### config.mk
export PLATFORM = sky130hd
export DESIGN_NAME = control_sequencer
export DESIGN_NICKNAME = d
export VERILOG_FILES = /design/src/rtl/control_sequencer.sv
export SDC_FILE = /design/constraint.sdc
export NUM_CORES = 1
export LEC_CHECK = 0
export CAP_MARGIN = 20
export CORE_MARGIN = 5
export CORE_UTILIZATION = 40
export CTS_CLUSTER_DIAMETER = 120
export DETAILED_ROUTE_END_ITERATION = 10
export PLACE_DENSITY = 0.63
export SLEW_MARGIN = 5
export SYNTH_ARGS = -nofsm -noshare
export SYNTH_HDL_FRONTEND = slang
export SYNTH_SLANG_ARGS = --single-unit
### constraint.sdc
create_clock -name clock -period 4.3 [get_ports clock]
set_clock_uncertainty 0.1 [all_clocks]
set_input_delay 0.43 -clock clock [delete_from_list [all_inputs] [get_ports clock]]
set_output_delay 0.43 -clock clock [all_outputs]
set_load 0.05 [all_outputs]
### src/rtl/control_sequencer.sv
// control_sequencer
//   Instruction sequencer for the 4-bit datapath. Runs the 8-phase machine
//   cycle A1 A2 A3 M1 M2 X1 X2 X3. It drives the PC out a nibble at a time,
//   latches the OPR/OPA opcode nibbles from the ROM bus, decodes them, and
//   issues one clock of datapath control strobes in X3.
//
// Ports
//   clock, reset (async, active-low)    clock and reset
//   halt_req / halt                     freeze request in / pass-through to datapath
//   bus_in[3:0]                         ROM nibble bus, sampled at the end of M1/M2
//   bus_out[3:0], bus_oe                address nibble out in A1..A3
//   sync                                high in X3
//   take_branch                         datapath branch condition on inst_operand
//   inst_operand[3:0]                   OPA of the current instruction (JCN: condition)
//   clear_carry, write_carry, clear_accumulator, write_accumulator, write_register
//   acc_input_sel  0=ALU 1=register 2=immediate(inst_operand) 3={000,carry}
//   reg_input_sel  0=ALU 1=accumulator
//   alu_op         0=in0+in1+cin     1=in0+~in1+cin
//   alu_in0_sel    0=zero 1=accumulator 2=register
//   alu_in1_sel    0=zero 1=register
//   alu_cin_sel    0=zero 1=one 2=carry 3=~carry
//
// All registered outputs are loaded from the next-state values, so each phase's
// outputs appear in that phase. They are 0 during reset and in the first A1
// after it.
module control_sequencer #(
  parameter int                  PC_WIDTH     = 12,
  parameter logic [PC_WIDTH-1:0] RESET_VECTOR = 12'h000
) (
  input  logic       clock,
  input  logic       reset,
  input  logic       halt_req,
  input  logic [3:0] bus_in,
  output logic [3:0] bus_out,
  output logic       bus_oe,
  output logic       sync,
  input  logic       take_branch,
  output logic       halt,
  output logic [3:0] inst_operand,
  output logic       clear_carry,
  output logic       write_carry,
  output logic       clear_accumulator,
  output logic       write_accumulator,
  output logic       write_register,
  output logic [2:0] acc_input_sel,
  output logic [1:0] reg_input_sel,
  output logic [1:0] alu_op,
  output logic [2:0] alu_in0_sel,
  output logic [1:0] alu_in1_sel,
  output logic [1:0] alu_cin_sel
);

  typedef enum logic [2:0] {
    PH_A1, PH_A2, PH_A3, PH_M1, PH_M2, PH_X1, PH_X2, PH_X3
  } phase_t;

  localparam logic [2:0] ACC_ALU = 3'd0, ACC_REG = 3'd1, ACC_IMM = 3'd2, ACC_CY = 3'd3;
  localparam logic [1:0] REG_ALU = 2'd0, REG_ACC = 2'd1;
  localparam logic [1:0] ALU_ADD = 2'd0, ALU_SUB = 2'd1;
  localparam logic [2:0] IN0_ACC = 3'd1, IN0_REG = 3'd2;
  localparam logic [1:0] IN1_ZERO = 2'd0, IN1_REG = 2'd1;
  localparam logic [1:0] CIN_ONE = 2'd1, CIN_CY = 2'd2, CIN_NCY = 2'd3;

  phase_t              r_phase;
  logic [PC_WIDTH-1:0] r_pc;
  logic [3:0]          r_opr, r_opa, r_cond, r_addr_hi, r_addr_lo;
  logic                r_second_word;

  logic [3:0] r_bus_out;
  logic       r_bus_oe, r_sync;
  logic       r_clr_cy, r_wr_cy, r_clr_acc, r_wr_acc, r_wr_reg;
  logic [2:0] r_acc_sel, r_in0_sel;
  logic [1:0] r_reg_sel, r_alu_op, r_in1_sel, r_cin_sel;

  phase_t              w_phase_next;
  logic [PC_WIDTH-1:0] w_pc_next;
  logic                w_reg_ok;
  logic                w_clr_cy, w_wr_cy, w_clr_acc, w_wr_acc, w_wr_reg;
  logic [2:0]          w_acc_sel, w_in0_sel;
  logic [1:0]          w_reg_sel, w_alu_op, w_in1_sel, w_cin_sel;
  logic                w_run;

  // Next phase and PC; halt_req holds both.
  always_comb begin
    w_phase_next = r_phase;
    w_pc_next    = r_pc;
    if (!halt_req) begin
      w_phase_next = phase_t'(r_phase + 3'd1);
      if (r_phase == PH_A3) begin
        w_pc_next = r_pc + {{(PC_WIDTH-1){1'b0}}, 1'b1};
      end else if (r_phase == PH_X3 && r_second_word) begin
        if (r_opr == 4'h4)
          w_pc_next = {r_opa, r_addr_hi, r_addr_lo};
        else if (r_opr == 4'h1 && take_branch)
          w_pc_next = {r_pc[PC_WIDTH-1:8], r_addr_hi, r_addr_lo};
      end
    end
  end

  // Instruction decode for the X3 strobes.
  always_comb begin
    w_reg_ok  = (r_opa <= 4'd5);
    w_clr_cy  = 1'b0;
    w_wr_cy   = 1'b0;
    w_clr_acc = 1'b0;
    w_wr_acc  = 1'b0;
    w_wr_reg  = 1'b0;
    w_acc_sel = '0;
    w_reg_sel = '0;
    w_alu_op  = '0;
    w_in0_sel = '0;
    w_in1_sel = '0;
    w_cin_sel = '0;
    if (!r_second_word) begin
      case (r_opr)
        4'h6: if (w_reg_ok) begin
          w_wr_reg  = 1'b1;
          w_reg_sel = REG_ALU;
          w_alu_op  = ALU_ADD;
          w_in0_sel = IN0_REG;
          w_in1_sel = IN1_ZERO;
          w_cin_sel = CIN_ONE;
        end
        4'h8, 4'h9: begin
          w_wr_acc  = 1'b1;
          w_wr_cy   = 1'b1;
          w_acc_sel = ACC_ALU;
          w_in0_sel = IN0_ACC;
          w_in1_sel = IN1_REG;
          w_alu_op  = (r_opr == 4'h9) ? ALU_SUB : ALU_ADD;
          w_cin_sel = (r_opr == 4'h9) ? CIN_NCY : CIN_CY;
        end
        4'hA: begin
          w_wr_acc  = 1'b1;
          w_acc_sel = ACC_REG;
        end
        4'hB: begin
          w_wr_acc  = 1'b1;
          w_acc_sel = ACC_REG;
          if (w_reg_ok) begin
            w_wr_reg  = 1'b1;
            w_reg_sel = REG_ACC;
          end
        end
        4'hD: begin
          w_wr_acc  = 1'b1;
          w_acc_sel = ACC_IMM;
        end
        4'hF: begin
          case (r_opa)
            4'h0: begin
              w_clr_acc = 1'b1;
              w_clr_cy  = 1'b1;
            end
            4'h1: w_clr_cy = 1'b1;
            4'h2: begin
              w_wr_acc  = 1'b1;
              w_wr_cy   = 1'b1;
              w_acc_sel = ACC_ALU;
              w_alu_op  = ALU_ADD;
              w_in0_sel = IN0_ACC;
              w_in1_sel = IN1_ZERO;
              w_cin_sel = CIN_ONE;
            end
            4'h7: begin
              w_wr_acc  = 1'b1;
              w_acc_sel = ACC_CY;
              w_clr_cy  = 1'b1;
            end
            default: ;
          endcase
        end
        default: ;
      endcase
    end
  end

  always_ff @(posedge clock or negedge reset) begin
    if (!reset) begin
      r_phase       <= PH_A1;
      r_pc          <= RESET_VECTOR;
      r_opr         <= '0;
      r_opa         <= '0;
      r_cond        <= '0;
      r_addr_hi     <= '0;
      r_addr_lo     <= '0;
      r_second_word <= 1'b0;
      r_bus_out     <= '0;
      r_bus_oe      <= 1'b0;
      r_sync        <= 1'b0;
      r_clr_cy      <= 1'b0;
      r_wr_cy       <= 1'b0;
      r_clr_acc     <= 1'b0;
      r_wr_acc      <= 1'b0;
      r_wr_reg      <= 1'b0;
      r_acc_sel     <= '0;
      r_reg_sel     <= '0;
      r_alu_op      <= '0;
      r_in0_sel     <= '0;
      r_in1_sel     <= '0;
      r_cin_sel     <= '0;
    end else begin
      r_phase <= w_phase_next;
      r_pc    <= w_pc_next;

      if (!halt_req) begin
        case (r_phase)
          PH_M1: if (r_second_word) r_addr_hi <= bus_in; else r_opr <= bus_in;
          PH_M2: if (r_second_word) r_addr_lo <= bus_in; else r_opa <= bus_in;
          PH_X3: begin
            if (r_second_word) begin
              r_second_word <= 1'b0;
            end else if (r_opr == 4'h1 || r_opr == 4'h4) begin
              r_second_word <= 1'b1;
              if (r_opr == 4'h1) r_cond <= r_opa;
            end
          end
          default: ;
        endcase
      end

      // Outputs follow the next phase; under halt the next state equals the
      // current one, so these simply hold.
      r_bus_oe <= (w_phase_next == PH_A1) || (w_phase_next == PH_A2) ||
                  (w_phase_next == PH_A3);
      case (w_phase_next)
        PH_A1:   r_bus_out <= w_pc_next[3:0];
        PH_A2:   r_bus_out <= w_pc_next[7:4];
        PH_A3:   r_bus_out <= w_pc_next[11:8];
        default: r_bus_out <= '0;
      endcase
      r_sync <= (w_phase_next == PH_X3);
      if (w_phase_next == PH_X3) begin
        r_clr_cy  <= w_clr_cy;
        r_wr_cy   <= w_wr_cy;
        r_clr_acc <= w_clr_acc;
        r_wr_acc  <= w_wr_acc;
        r_wr_reg  <= w_wr_reg;
        r_acc_sel <= w_acc_sel;
        r_reg_sel <= w_reg_sel;
        r_alu_op  <= w_alu_op;
        r_in0_sel <= w_in0_sel;
        r_in1_sel <= w_in1_sel;
        r_cin_sel <= w_cin_sel;
      end else begin
        r_clr_cy  <= 1'b0;
        r_wr_cy   <= 1'b0;
        r_clr_acc <= 1'b0;
        r_wr_acc  <= 1'b0;
        r_wr_reg  <= 1'b0;
        r_acc_sel <= '0;
        r_reg_sel <= '0;
        r_alu_op  <= '0;
        r_in0_sel <= '0;
        r_in1_sel <= '0;
        r_cin_sel <= '0;
      end
    end
  end

  // halt_req must kill strobes immediately, including an X3 already entered.
  assign w_run = ~halt_req;

  assign halt              = halt_req;
  assign bus_out           = r_bus_out;
  assign bus_oe            = r_bus_oe;
  assign sync              = r_sync;
  assign inst_operand      = r_second_word ? r_cond : r_opa;
  assign clear_carry       = r_clr_cy  & w_run;
  assign write_carry       = r_wr_cy   & w_run;
  assign clear_accumulator = r_clr_acc & w_run;
  assign write_accumulator = r_wr_acc  & w_run;
  assign write_register    = r_wr_reg  & w_run;
  assign acc_input_sel     = r_acc_sel & {3{w_run}};
  assign reg_input_sel     = r_reg_sel & {2{w_run}};
  assign alu_op            = r_alu_op  & {2{w_run}};
  assign alu_in0_sel       = r_in0_sel & {3{w_run}};
  assign alu_in1_sel       = r_in1_sel & {2{w_run}};
  assign alu_cin_sel       = r_cin_sel & {2{w_run}};

endmodule

==> metrics.txt <==
# TYPE chip_impl_metric gauge
chip_impl_metric{name="synth_edf_count",unit=""} 0
chip_impl_metric{name="ys_seq_area_frac",unit=""} 0.453
chip_impl_metric{name="power_per_cell_area",unit="mW/mm2"} 650
chip_impl_info{name="outcome",value="finished, final reports clean"} 1
chip_impl_info{name="synth_top_cells_by_area",value="dfrtp_1, mux2_2, nor2b_1"} 1
chip_impl_metric{name="crit_buf_inv",unit=""} 1
chip_impl_metric{name="synth_mux_area_frac",unit=""} 0.0870
chip_impl_metric{name="final_layout_size_suffix_gt1_frac",unit=""} 0.125
chip_impl_info{name="post-synth-top-area-cell",value="dfrtp_1"} 1
chip_impl_metric{name="postSynthCellCount",unit=""} 308
chip_impl_metric{name="worst-path-max-fanout",unit=""} 14
chip_impl_info{name="combinational_family_with_the_most_area_after_synthesis",value="simple AND/OR/NAND/NOR gates"} 1
chip_impl_metric{name="syn_to_final_growth",unit="%"} 13.9
chip_impl_metric{name="synth_largest_type_area_fraction",unit=""} 0.453
chip_impl_metric{name="setup_slack",unit="ns"} 1.67
chip_impl_metric{name="routed_via_density",unit=""} 5.35
chip_impl_info{name="hold_path_class",value="primary input to asynchronous set/reset pin"} 1
chip_impl_metric{name="via_count",unit=""} 2306
chip_impl_metric{name="sequentialPowerShare",unit=""} 0.415
chip_impl_metric{name="final_util",unit=""} 0.461
chip_impl_metric{name="setup_tns",unit="ns"} 0
chip_impl_metric{name="globalRouteOverflowTotal",unit=""} 0
chip_impl_metric{name="share_of_the_synthesized_netlist_area_taken_by_xor_and_xnor_gates",unit=""} 0.00526
chip_impl_metric{name="final_hold_viol_count",unit=""} 0
chip_impl_metric{name="post_synth.cell_area_avg",unit="um2"} 10.0
chip_impl_metric{name="wl_per_cell",unit="um"} 16.0
chip_impl_metric{name="worst_path_arrival",unit="ns"} 2.10
chip_impl_metric{name="synth_simple_gate_area_share",unit=""} 0.240
chip_impl_metric{name="port_buffers",unit=""} 32
chip_impl_metric{name="share_comb_of_total_power",unit=""} 0.434
chip_impl_metric{name="floorplan.core_area",unit="mm2"} 0.00765
chip_impl_metric{name="placed_cells",unit=""} 423
chip_impl_metric{name="cts_resized",unit=""} 0
chip_impl_metric{name="timing_worst_slew_pin_value",unit="ns"} 0.863
chip_impl_metric{name="floorplan.initialDensity",unit=""} 0.404
chip_impl_metric{name="postCtsSetupBuffers",unit=""} 0
chip_impl_metric{name="cap_violations",unit=""} 0
chip_impl_metric{name="floorplan.die.height",unit="um"} 97.9
chip_impl_metric{name="asyncSetResetFlopFracSynth",unit=""} 1.00
chip_impl_metric{name="netSwitchingFraction",unit=""} 0.446
chip_impl_metric{name="final_cells",unit=""} 431
chip_impl_info{name="max_flop_register",value="r_pc"} 1
chip_impl_metric{name="vias_in_the_first_global_route",unit=""} 2220
chip_impl_metric{name="maxSlewViolCount",unit=""} 0
chip_impl_metric{name="switching_power",unit="mW"} 1.02
chip_impl_metric{name="grt_util_all_layers",unit=""} 0.150
chip_impl_metric{name="achievable-frequency",unit="MHz"} 381
chip_impl_metric{name="drt-pass1-iter-count",unit=""} 4
chip_impl_metric{name="power.leakage",unit="nW"} 1.47
chip_impl_info{name="cp-end-kind",value="primary output"} 1
chip_impl_metric{name="ir_worst_vdd",unit="V"} 0.000407
chip_impl_metric{name="cts_htree_levels",unit=""} 2
chip_impl_metric{name="tritoncts_sinks",unit=""} 56
chip_impl_metric{name="post-route-period-util",unit=""} 0.611
chip_impl_metric{name="dieArea",unit="mm2"} 0.00959
chip_impl_metric{name="postRouteAntennaNets",unit=""} 0
chip_impl_metric{name="number_of_flip_flops_in_the_largest_register",unit=""} 12
chip_impl_info{name="critPathLaunchType",value="flop"} 1
chip_impl_metric{name="global_route_wire_length_before_repair",unit="um"} 11800
chip_impl_metric{name="finalWirelength",unit="um"} 6880
chip_impl_metric{name="number_of_antenna_violations_at_the_first_check_in_global_routing",unit=""} 0
chip_impl_info{name="crit_slowest_cell",value="clkdlybuf4s50_1"} 1
chip_impl_info{name="clock_tree_from_tritoncts",value="done"} 1
chip_impl_metric{name="clkLatencyLatePin",unit="ns"} 0.31
chip_impl_metric{name="maximum_number_of_pins_on_one_net_before_global_route_repair",unit=""} 57
chip_impl_metric{name="synth-adder-area-share",unit=""} 0.0243
chip_impl_metric{name="power.clock.fraction",unit=""} 0.151
chip_impl_metric{name="clkTransAtPathRegs",unit="ns"} 0.10
chip_impl_metric{name="max-clock-path-buffers",unit=""} 2
chip_impl_metric{name="worst_case_setup_slack_after_placement",unit="ns"} 1.69
chip_impl_metric{name="antenna_cells_inserted",unit=""} 0
chip_impl_metric{name="worst_slew_margin_rel",unit=""} 0.424
chip_impl_metric{name="cell_internal_pwr",unit="mW"} 1.27
chip_impl_metric{name="ys_seq_elements",unit=""} 56
chip_impl_metric{name="final_number_of_setup_violating_endpoints",unit=""} 0
chip_impl_metric{name="synth.distinct_cells",unit=""} 56
chip_impl_info{name="grt_setup_unrepaired",value="false"} 1
chip_impl_metric{name="cts_hold_buf",unit=""} 0
chip_impl_info{name="critical_path.cell_chain",value="mux2_2 -> clkdlybuf4s50_1"} 1
chip_impl_metric{name="layout.nets",unit=""} 342
chip_impl_metric{name="die_x_extent",unit="um"} 97.9
chip_impl_metric{name="post_synth_instance_area",unit="mm2"} 0.00309
chip_impl_metric{name="hpwl",unit="um"} 5040
chip_impl_info{name="cts_root_buffer",value="clkbuf_8"} 1
chip_impl_metric{name="crit_path_max_incr_delay",unit="ns"} 0.70
chip_impl_metric{name="fin_crit",unit="ns"} 2.63
chip_impl_metric{name="complex_gate_fraction_of_the_synthesized_area",unit=""} 0.124
chip_impl_info{name="kind_of_cell_adding_the_most_delay_to_the_critical_path",value="buffers and inverters"} 1
chip_impl_metric{name="worstPathRequired",unit="ns"} 3.77
chip_impl_metric{name="initialDrtViolationCount",unit=""} 147
chip_impl_info{name="synth-main-ff-cell",value="dfrtp_1"} 1
chip_impl_metric{name="drc_errors",unit=""} 0
chip_impl_metric{name="globalplace.congestion",unit=""} 0.896
chip_impl_metric{name="row_count",unit=""} 32
chip_impl_info{name="crit_type",value="flop to primary output"} 1
chip_impl_metric{name="post-layout-total-power",unit="mW"} 2.29
chip_impl_metric{name="cts_made_buffers",unit=""} 5
chip_impl_metric{name="floorplan.io_pins",unit=""} 38
chip_impl_metric{name="yosys_warnings",unit=""} 0
worst paths after layout:
check                              startpoint         endpoint  slack [ns]  depth (start not counted)
worst max-delay path            r_second_word  inst_operand[0]        1.67                          2
worst min-delay path                    reset          r_pc[7]        0.13                          2
worst max register to register     r_phase[0]       bus_out[1]        1.81                          7
worst min register to register      r_cond[0]        r_cond[0]        0.41                          1
max in group asynchronous               reset          r_pc[0]        3.50                          2
min in group clock                  r_cond[0]        r_cond[0]        0.41                          1
layer usage:
layer / GRT usage / up-vias / part of all wire
met1: 0.218 / 1109 / 0.47
met2: 0.231 / 57 / 0.48
met3: 0.0286 / 4 / 0.044
met4: 0.0383 / 0 / 0.0052
met5: 0 / - / 0
li1: - / 1136 / -
per-stage QoR:
stage	cell area [um2]	hold slack [ns]
finish	3520	0.135
global route	3520	0.225
CTS	3520	0.172
floorplan	3110	0.0344
detailed placement	3410	0.389
global placement	3410	0.381
cells in the final DEF (no fill, tap or decap), drive strengths merged, types with 2 or more instances in the layout:
cell type,count
dfrtp,56
clkdlybuf4s50,30
mux2,23
nand2,21
nor2b,21
nor2,21
inv,16
nand3,15
o21ai,12
a21oi,10
nor3,10
nand2b,7
ha,6
nor3b,5
conb,5
clkbuf,5
or3,4
o21a,3
nor4,3
o41ai,3
nand4,3
a211o,3
o221ai,3
buf,3
nand4b,2
or4,2
nand3b,2
a2111o,2
o2111ai,2
a31oi,2
a21o,2
and4,2
a211oi,2
nor4b,2
nand4bb,2
cell usage after synthesis (2+ instances only):
cell type / instances
a2111o_1: 2
o21ai_0: 11
and4_1: 2
or4_1: 2
nand4_1: 3
buf_6: 2
nor4b_1: 2
o2111ai_1: 2
buf_4: 8
a21o_1: 2
o41ai_1: 3
nor2b_1: 21
mux2_2: 23
a31oi_1: 2
ha_1: 6
dfrtp_1: 56
nor2_1: 21
a211oi_1: 2
a211o_1: 3
clkbuf_1: 9
nand4b_1: 2
nand3b_1: 2
nor3_1: 9
nor3b_1: 5
or3_1: 4
nand3_1: 14
a21oi_1: 10
nand2b_1: 7
o221ai_1: 3
buf_2: 5
inv_1: 16
o21a_1: 3
nand2_1: 21
nor4_1: 3
area by class of cell:
cell class                      count  area, um2
Clock inverter                      3       42.5
Multi-Input combinational cell    216       1510
Tap cell                          102        128
Timing Repair Buffer               33        318
Clock buffer                        5       68.8
Sequential cell                    56       1400
Fill cell                         710       4120
Inverter                           16       60.1
logic make-up after synthesis:
logic type | count (synthesis)
buf+inv | 40
simple gates | 128
other cells | 1
flops | 56
xor+xnor | 1
fa+ha+maj | 6
compound gates | 52
mux | 24
power groups by stage:
stage	registers (mW)	logic, mW	clock network [mW]
2_1_floorplan	0.886	0.784	0
3_3_place_gp	0.947	0.978	0
3_5_place_dp	0.957	0.992	0
4_1_cts	0.946	0.998	0.353
5_1_grt	0.985	1.09	0.376
6_report	0.950	0.994	0.346
(Power assumes the default switching activity.)
